--- src/rtl/stream_count_feeder_pkg.sv ---
// Shared pipeline globals: job state encoding and default feeder/core sizing.
package stream_count_feeder_pkg;

    typedef enum logic [1:0] {
        IDLE  = 2'd0,
        RUN   = 2'd1,
        DRAIN = 2'd2,
        DONE  = 2'd3
    } state_t;

    // Largest core input-FIFO fill level at which another bot may be pushed.
    localparam int DEFAULT_ALMOST_FULL = 250;

    // Width of one per-bot result returned by the core.
    localparam int DEFAULT_COUNT_WIDTH = 6;

endpackage

--- src/rtl/result_accumulator.sv ---
// Tracks bots in flight inside the core and accumulates the results it returns.
module result_accumulator
    import stream_count_feeder_pkg::*;
#(
    parameter int COUNT_WIDTH = DEFAULT_COUNT_WIDTH,
    parameter int OUTST_WIDTH = 12
) (
    input  logic                   clock,
    input  logic                   rst,
    input  logic                   i_clear,
    input  logic                   i_botIssued,
    input  logic                   i_resultValid,
    input  logic [COUNT_WIDTH-1:0] i_count,
    output logic [OUTST_WIDTH-1:0] o_outstanding,
    output logic [63:0]            o_sum,
    output logic [31:0]            o_resultCount,
    output logic                   o_errUnexpected
);

    logic [OUTST_WIDTH-1:0] r_outstanding;
    logic [63:0]            r_sum;
    logic [31:0]            r_resultCount;
    logic                   r_errUnexpected;

    // Start clears the job totals; otherwise results accumulate in any state
    // and in-flight bots are counted, flagging a result that has no bot behind it.
    always_ff @(posedge clock or posedge rst) begin
        if (rst) begin
            r_outstanding   <= '0;
            r_sum           <= '0;
            r_resultCount   <= '0;
            r_errUnexpected <= 1'b0;
        end else if (i_clear) begin
            r_outstanding   <= '0;
            r_sum           <= '0;
            r_resultCount   <= '0;
            r_errUnexpected <= 1'b0;
        end else begin
            if (i_resultValid) begin
                r_sum         <= r_sum + 64'(i_count);
                r_resultCount <= r_resultCount + 32'd1;
            end
            case ({i_botIssued, i_resultValid})
                2'b10: r_outstanding <= r_outstanding + OUTST_WIDTH'(1);
                2'b01: begin
                    if (r_outstanding != '0) begin
                        r_outstanding <= r_outstanding - OUTST_WIDTH'(1);
                    end else begin
                        r_errUnexpected <= 1'b1;
                    end
                end
                default: r_outstanding <= r_outstanding;
            endcase
        end
    end

    assign o_outstanding   = r_outstanding;
    assign o_sum           = r_sum;
    assign o_resultCount   = r_resultCount;
    assign o_errUnexpected = r_errUnexpected;

endmodule

--- src/rtl/stream_count_feeder.sv ---
// Feeds an upstream bot stream into the counting core under FIFO-level and
// in-flight back-pressure, and reports the summed core results per job.
module stream_count_feeder
    import stream_count_feeder_pkg::*;
#(
    parameter int BOT_WIDTH   = 128,
    parameter int USEDW_WIDTH = 9,
    parameter int ALMOST_FULL = DEFAULT_ALMOST_FULL,
    parameter int COUNT_WIDTH = DEFAULT_COUNT_WIDTH,
    parameter int OUTST_WIDTH = 12
) (
    input  logic                   clock,
    input  logic                   rst,
    input  logic                   start,
    input  logic [BOT_WIDTH-1:0]   srcBot,
    input  logic                   srcValid,
    input  logic                   srcLast,
    output logic                   srcReady,
    output logic                   coreBotValid,
    output logic [BOT_WIDTH-1:0]   coreBot,
    input  logic [USEDW_WIDTH-1:0] coreUsedw,
    input  logic                   coreResultValid,
    input  logic [COUNT_WIDTH-1:0] coreCount,
    output logic [63:0]            sum,
    output logic [31:0]            resultCount,
    output logic                   busy,
    output logic                   jobDone,
    output logic                   errUnexpected
);

    state_t                 r_state;
    logic                   r_coreBotValid;
    logic [BOT_WIDTH-1:0]   r_coreBot;
    logic                   r_busy;
    logic                   r_jobDone;

    logic [OUTST_WIDTH-1:0] w_outstanding;
    logic                   w_transfer;
    logic                   w_clear;
    logic                   w_drained;
    logic                   w_fifoRoom;
    logic                   w_outstRoom;

    // The core FIFO still has room and the in-flight counter cannot wrap.
    assign w_fifoRoom  = (coreUsedw <= USEDW_WIDTH'(ALMOST_FULL));
    assign w_outstRoom = (w_outstanding != {OUTST_WIDTH{1'b1}});
    assign srcReady    = (r_state == RUN) && w_fifoRoom && w_outstRoom;

    assign w_transfer  = srcValid && srcReady;
    assign w_clear     = (r_state == IDLE) && start;
    assign w_drained   = (w_outstanding == '0) && !r_coreBotValid;

    // Job sequencing plus the one-cycle bot register toward the core.
    always_ff @(posedge clock or posedge rst) begin
        if (rst) begin
            r_state        <= IDLE;
            r_coreBotValid <= 1'b0;
            r_coreBot      <= '0;
            r_busy         <= 1'b0;
            r_jobDone      <= 1'b0;
        end else begin
            r_coreBotValid <= w_transfer;
            if (w_transfer) begin
                r_coreBot <= srcBot;
            end
            r_jobDone <= 1'b0;
            case (r_state)
                IDLE: begin
                    if (start) begin
                        r_state <= RUN;
                        r_busy  <= 1'b1;
                    end
                end
                RUN: begin
                    if (w_transfer && srcLast) begin
                        r_state <= DRAIN;
                    end
                end
                DRAIN: begin
                    if (w_drained) begin
                        r_state   <= DONE;
                        r_busy    <= 1'b0;
                        r_jobDone <= 1'b1;
                    end
                end
                DONE: begin
                    r_state <= IDLE;
                end
                default: begin
                    r_state <= IDLE;
                    r_busy  <= 1'b0;
                end
            endcase
        end
    end

    result_accumulator #(
        .COUNT_WIDTH(COUNT_WIDTH),
        .OUTST_WIDTH(OUTST_WIDTH)
    ) u_accumulator (
        .clock          (clock),
        .rst            (rst),
        .i_clear        (w_clear),
        .i_botIssued    (r_coreBotValid),
        .i_resultValid  (coreResultValid),
        .i_count        (coreCount),
        .o_outstanding  (w_outstanding),
        .o_sum          (sum),
        .o_resultCount  (resultCount),
        .o_errUnexpected(errUnexpected)
    );

    assign coreBotValid = r_coreBotValid;
    assign coreBot      = r_coreBot;
    assign busy         = r_busy;
    assign jobDone      = r_jobDone;

endmodule

--- config.mk ---
export PLATFORM = sky130hd
export DESIGN_NAME = stream_count_feeder
export DESIGN_NICKNAME = d
export VERILOG_FILES = /design/src/rtl/stream_count_feeder_pkg.sv /design/src/rtl/result_accumulator.sv /design/src/rtl/stream_count_feeder.sv
export SDC_FILE = /design/constraint.sdc
export NUM_CORES = 1
export LEC_CHECK = 0
export CORE_MARGIN = 2
export CORE_UTILIZATION = 50
export DETAILED_ROUTE_END_ITERATION = 6
export GPL_ROUTABILITY_DRIVEN = 0
export GPL_TIMING_DRIVEN = 0
export PLACE_DENSITY_LB_ADDON = 0.3
export SLEW_MARGIN = 15
export SYNTH_ARGS = -nofsm -noshare
export SYNTH_HDL_FRONTEND = slang
export SYNTH_HIERARCHICAL = 1
export SYNTH_SLANG_ARGS = --single-unit
--- constraint.sdc ---
create_clock -name clock -period 8.1 [get_ports clock]
set_clock_uncertainty 0.15 [all_clocks]
set_input_delay 1.62 -clock clock [delete_from_list [all_inputs] [get_ports clock]]
set_output_delay 1.62 -clock clock [all_outputs]
set_load 0.01 [all_outputs]
After elaboration in Yosys (flattened, before gate mapping)
Cells that the tools add are included.
{"block": "word_totals", "register_bits": 242, "latchBits": 0, "ramBits": 0, "rom_bits": 0, "output_inout_bits": 229, "n_memories": 0}
{"block": "op_classes", "add_sub_neg": 4, "mul": 0, "div": 0, "order_cmp": 1, "n_eq_ne": 11, "shift": 0, "mux": 19, "bitwise_logic": 0, "n_reduce_logical": 18}
{"cell": "64-bit two-way mux", "n": 2}
{"cell": "64-bit by 6-bit adder with 64-bit output", "n": 1}
{"cell": "32-bit two-way mux", "n": 2}
{"cell": "32-bit by 1-bit adder with 32-bit output (second input constant)", "n": 1}
{"cell": "12-bit two-way mux", "n": 2}
{"cell": "12-bit one-hot mux with 2 select lines", "n": 1}
{"cell": "12-bit by 1-bit adder with 12-bit output (second input constant)", "n": 1}
{"cell": "12-bit logical NOT", "n": 1}
{"cell": "12-bit inequality test (second input constant)", "n": 1}
{"cell": "12-bit nonzero test", "n": 1}
{"cell": "12-bit by 1-bit subtractor with 12-bit output (second input constant)", "n": 1}
{"cell": "9-bit by 8-bit less-or-equal comparator with 1-bit output (second input constant)", "n": 1}
{"cell": "2-bit one-hot mux with 4 select lines", "n": 1}
{"cell": "1-bit two-way mux", "n": 7}
{"cell": "2-bit == test (second input constant)", "n": 3}
{"cell": "1-bit logical AND", "n": 6}
{"cell": "2-bit two-way mux", "n": 3}
{"cell": "3-bit AND reduction", "n": 2}
{"cell": "2-bit nonzero test", "n": 3}
{"cell": "2-bit by 1-bit == test with 1-bit output (second input constant)", "n": 2}
{"cell": "2-bit by 1-bit inequality test with 1-bit output (second input constant)", "n": 2}
{"cell": "2-bit inequality test (second input constant)", "n": 2}
{"cell": "2-bit AND reduction", "n": 2}
{"cell": "3-bit by 1-bit inequality test with 1-bit output (second input constant)", "n": 1}
{"cell": "other kinds (4)", "n": 4}

Longest topological paths before layout
{"block": "depth", "word_depth": 7, "mapped_depth": 11, "depth_no_buf": 8}

Cells and area by module
Netlist, hierarchy kept.
{"mod": "result_accumulator", "instances": 1, "cells_per_inst": 680, "area_per_inst_um2": 6202.2}
{"mod": "stream_count_feeder", "instances": 1, "cells_per_inst": 318, "area_per_inst_um2": 5685.5}

Worst setup path after synthesis
OpenSTA, ideal clock, no wires.
{"block": "synth_timing", "path_type": "input to output", "from": "input coreUsedw[4]", "to": "output srcReady", "t_arrival_ns": 2.279, "t_required_ns": 6.330, "slack_ns": 4.051, "path_stages": 3, "path_buffers": 0, "path_cell_list": "and4_1 a31oi_2 and3_1"}
{"block": "synth_via", "elab_chain_len": 3}
{"item": "from (decl)", "line_no": "stream_count_feeder.sv:21", "source": "input logic [USEDW_WIDTH-1:0] coreUsedw,"}
{"item": "9-bit by 8-bit less-or-equal comparator with 1-bit output", "line_no": "stream_count_feeder.sv:45", "source": "assign w_fifoRoom = (coreUsedw <= USEDW_WIDTH'(ALMOST_FULL));"}
{"item": "1-bit logical AND (2 in a row)", "line_no": "stream_count_feeder.sv:47", "source": "assign srcReady = (r_state == RUN) && w_fifoRoom && w_outstRoom;"}
{"item": "to (decl)", "line_no": "stream_count_feeder.sv:18", "source": "output logic srcReady,"}
No other way between the ends.

Worst setup path after layout
{"block": "layout_timing", "from": "input coreUsedw[7]", "to": "output srcReady"}
Same word-level chain as after synthesis.

==> summary.txt <==
Run status
  • Outcome: finished, final reports clean

STA
  • Unrepaired setup endpoints after global routing: no
  • Worst-margin pin slew: 0.8059 ns
  • Final period utilization: 0.6281
  • Final Critical Period: 5.088 ns
  • Fin worst setup slack: 3.012 ns
  • Post-route setup TNS: 0 ns
  • Fin. max-slew vios: 0
  • FMAX: 196.5 MHz
  • Final setup viols: 0
  • Hold Fails Final Rpt: 0
  • Slew headroom: 0.4582

Floorplan
  • Die outline area: 25020 um^2
  • I/O pins: 378
  • Std-Cell Rows: 56
  • Die width: 158.2 um
  • Starting density of the core: 0.5080
  • Area of the core: 23400 um^2
  • Die H: 158.2 um

Drt
  • Pre-antenna DRT Iters: 7
  • Via Count: 9834
  • Residual DRC: 0
  • Drt wl/cell: 19.86 um
  • Vias per cell: 5.639
  • DR iter-0 viols: 583
  • Antenna-violating nets left: 0
  • Drt total wl: 34.63 mm

Clock tree
  • CTS Hold Bufs: 0
  • CTS clock-pin slew for the worst setup and hold paths: 0.06 ns
  • CTS resizes: 0
  • Clock Tree Root: clkbuf_16
  • Post-CTS Setup Repair Bufs: 0
  • CTS H-tree lvls: 1
  • Clock Latency Late Sink: 0.53 ns
  • Deepest clock path buffer count: 3
  • Total CTS buffers: 27
  • Clock Sinks: 242
  • CTS tree: done

Critical path
  • Largest delay share family, worst path: buffers and inverters
  • Crit-path most repeated cell: clkdlybuf4s50_1
  • Buf/Inv on CP: 2
  • Slowest-stage cell, CP: clkdlybuf4s50_1
  • Startpoint Class: input port
  • CP cell instances: clkdlybuf4s50_1 -> and4_1 -> a31oi_2 -> and3_1 -> clkdlybuf4s50_1
  • Crit path required time: 6.33 ns
  • Worst Setup End Kind: output pin
  • Reg2reg start: r_state[0]
  • CP startpoint: coreUsedw[7]
  • Worst path arrival time: 3.32 ns
  • Setup Crit Path Kind: input port to output pin
  • CP Max Fanout: 5
  • Worst path max stage delay: 0.56 ns

Power and ir drop
  • Leak: 7.047 nW
  • PwrDens: 316.5 nW/um^2
  • Peak VDD IR: 0.2084 mV

Synth
  • Syn Area/Cell: 11.91 um^2
  • Number of synthesized register bits: 242
  • Prevailing post-synth register cell: dfrtp_1
  • Mapped Cells: 998
  • Yosys top cell area share: 0.5094
  • Register area share after synthesis: 0.5094
  • Post-Syn Area: 11890 um^2
  • Syn nets: 1162
  • Synth unique cells: 65
  • Yosys top cell by area: dfrtp_1
  • Synth warn: 6
  • Most frequent cell after synthesis: dfrtp_1
  • Top post-synthesis cells by area: dfrtp_1 51%, mux2_4 13%, mux2_2 3.6%, nor2_1 2.8%, xor2_1 2.4%
  • Post-synth EDFFs: 0
  • Synth cell count leaders: 242 x dfrtp_1, 101 x mux2_4, 90 x nor2_1
  • Async set-or-reset flop fraction in the synthesized netlist: 1.000

Placement
  • Port Buf Inserts: 377
  • Dpl hpwl: 24.74 mm
  • Pre-CTS setup slack: 2.993 ns

Final layout
  • Share of cells above drive strength 1: 0.1516
  • Register area: 6056 um^2
  • # fillers: 1633
  • Area of the multi-input gates: 5329 um^2
  • Nets: 1570
  • Area grow syn2layout: 43.35%
  • Ant. Diodes: 0

Worst hold path
  • Worst hold start: coreBot[18]
  • Worst min-delay path class: flop to flop

Global route
  • First-pass GRT wire length: 51.74 mm
  • Pin count of the biggest net entering global routing: 82
  • Vias in the first global route: 9499
  • Initial antenna violation count: 0
  • GRT Total Usage: 0.2606
  • Overflow after GRT: 0

Job
  • Max-Cap Viols: 0
[stage by stage]
step | hold WS [ns] | total power [W] | area, um^2 | std cells | utilization
finish | 0.3572 | 0.005394 | 17040 | 1744 | 0.7282
global route | 0.3636 | 0.005654 | 17040 | 1744 | 0.7282
CTS | 0.3574 | 0.005420 | 17040 | 1744 | 0.7282
detailed placement | 0.3409 | 0.004109 | 16130 | 1696 | 0.6891
global placement | 0.3386 | 0.004043 | 16060 | 1694 | 0.6863
floorplan | 0.3708 | 0.003015 | 11890 | 998 | -
[layout by cell type (no fill, tap or decap), types with 5 or more instances in the layout]
cell	synthesis	final
buf_12	11	11
mux2i_1	7	7
ha_1	14	14
or3_1	19	19
mux2_4	101	101
nor2_1	90	90
clkbuf_1	29	38
clkbuf_16	0	27
dfrtp_1	242	242
clkdlybuf4s50_1	0	377
nor4_1	14	14
or4_1	28	28
nand2_1	29	29
nor3_1	15	15
nand4_1	37	37
o21ai_0	24	24
and4_1	7	7
inv_1	29	27
a21oi_1	53	53
o31ai_1	30	30
o211ai_1	6	6
mux2_2	38	38
xor2_1	33	33
and3_1	8	8
nand3_1	39	39
clkbuf_8	0	5
xnor2_1	9	9
nor2b_1	12	12
[worst paths after layout]
check                      slack [ns]                       to  cells past startpoint
max                              3.01                 srcReady                      5
min                              0.36              coreBot[18]                      1
min in group asynchronous        1.47  u_accumulator/o_sum[47]                      2
max reg2reg                      4.80  u_accumulator/o_sum[30]                     11
min reg2reg                      0.36              coreBot[18]                      1
max in group asynchronous        5.49              coreBot[23]                      3
[routing by layer]
layer	track usage	vias up	wire length [um]
li1	-	4479	-
met1	0.3277	4873	13590
met2	0.4445	398	17230
met3	0.05831	84	2503
met4	0.09009	0	1297
met5	0	-	0
[kinds of logic after synthesis]
| family | Yosys count | synth area share |
|---|---|---|
| xor gates and xnor gates | 42 | 0.03094 |
| adders and majority gates | 15 | 0.01642 |
| muxes | 146 | 0.1695 |
| DFF | 242 | 0.5094 |
| buffers and inverters | 79 | 0.04231 |
| and+or+nand+nor | 320 | 0.1463 |
| AOI/OAI and AO/OA | 154 | 0.08515 |
[flip-flops by register name, summed over array words and instances (netlist names)]
signal                         count
coreBot                          128
u_accumulator/o_sum               64
u_accumulator/o_resultCount       32
u_accumulator/o_outstanding       12
r_state                            2
busy                               1
coreBotValid                       1
jobDone                            1
u_accumulator/o_errUnexpected      1
[worst register-to-register path, cell delays in order (launching register included)]
cell      delay, ns
dfrtp_1        0.39
inv_1          0.10
ha_1           0.20
and2_1         0.15
clkbuf_2       0.17
o211ai_1       0.38
nor2_1         0.18
o211ai_1       0.25
clkbuf_1       0.46
clkbuf_1       0.47
o31ai_1        0.16
a21oi_1        0.16
[layout make-up]
class | count | area share
Sequential cell | 242 | 0.3554
Multi-Input combinational cell | 677 | 0.3127
Timing Repair Buffer | 379 | 0.2247
Clock buffer | 41 | 0.04567
Tap cell | 319 | 0.02342
Buffer | 49 | 0.02291
Clock inverter | 7 | 0.008076
Inverter | 30 | 0.007195
[power by group]
part | switching (W) | internal (W) | total [W]
clock network | 0.000486 | 0.000784 | 0.00127
registers | 0.000285 | 0.00160 | 0.00189
logic | 0.000911 | 0.00133 | 0.00224
Note: power is estimated with default switching activity, not from simulation.
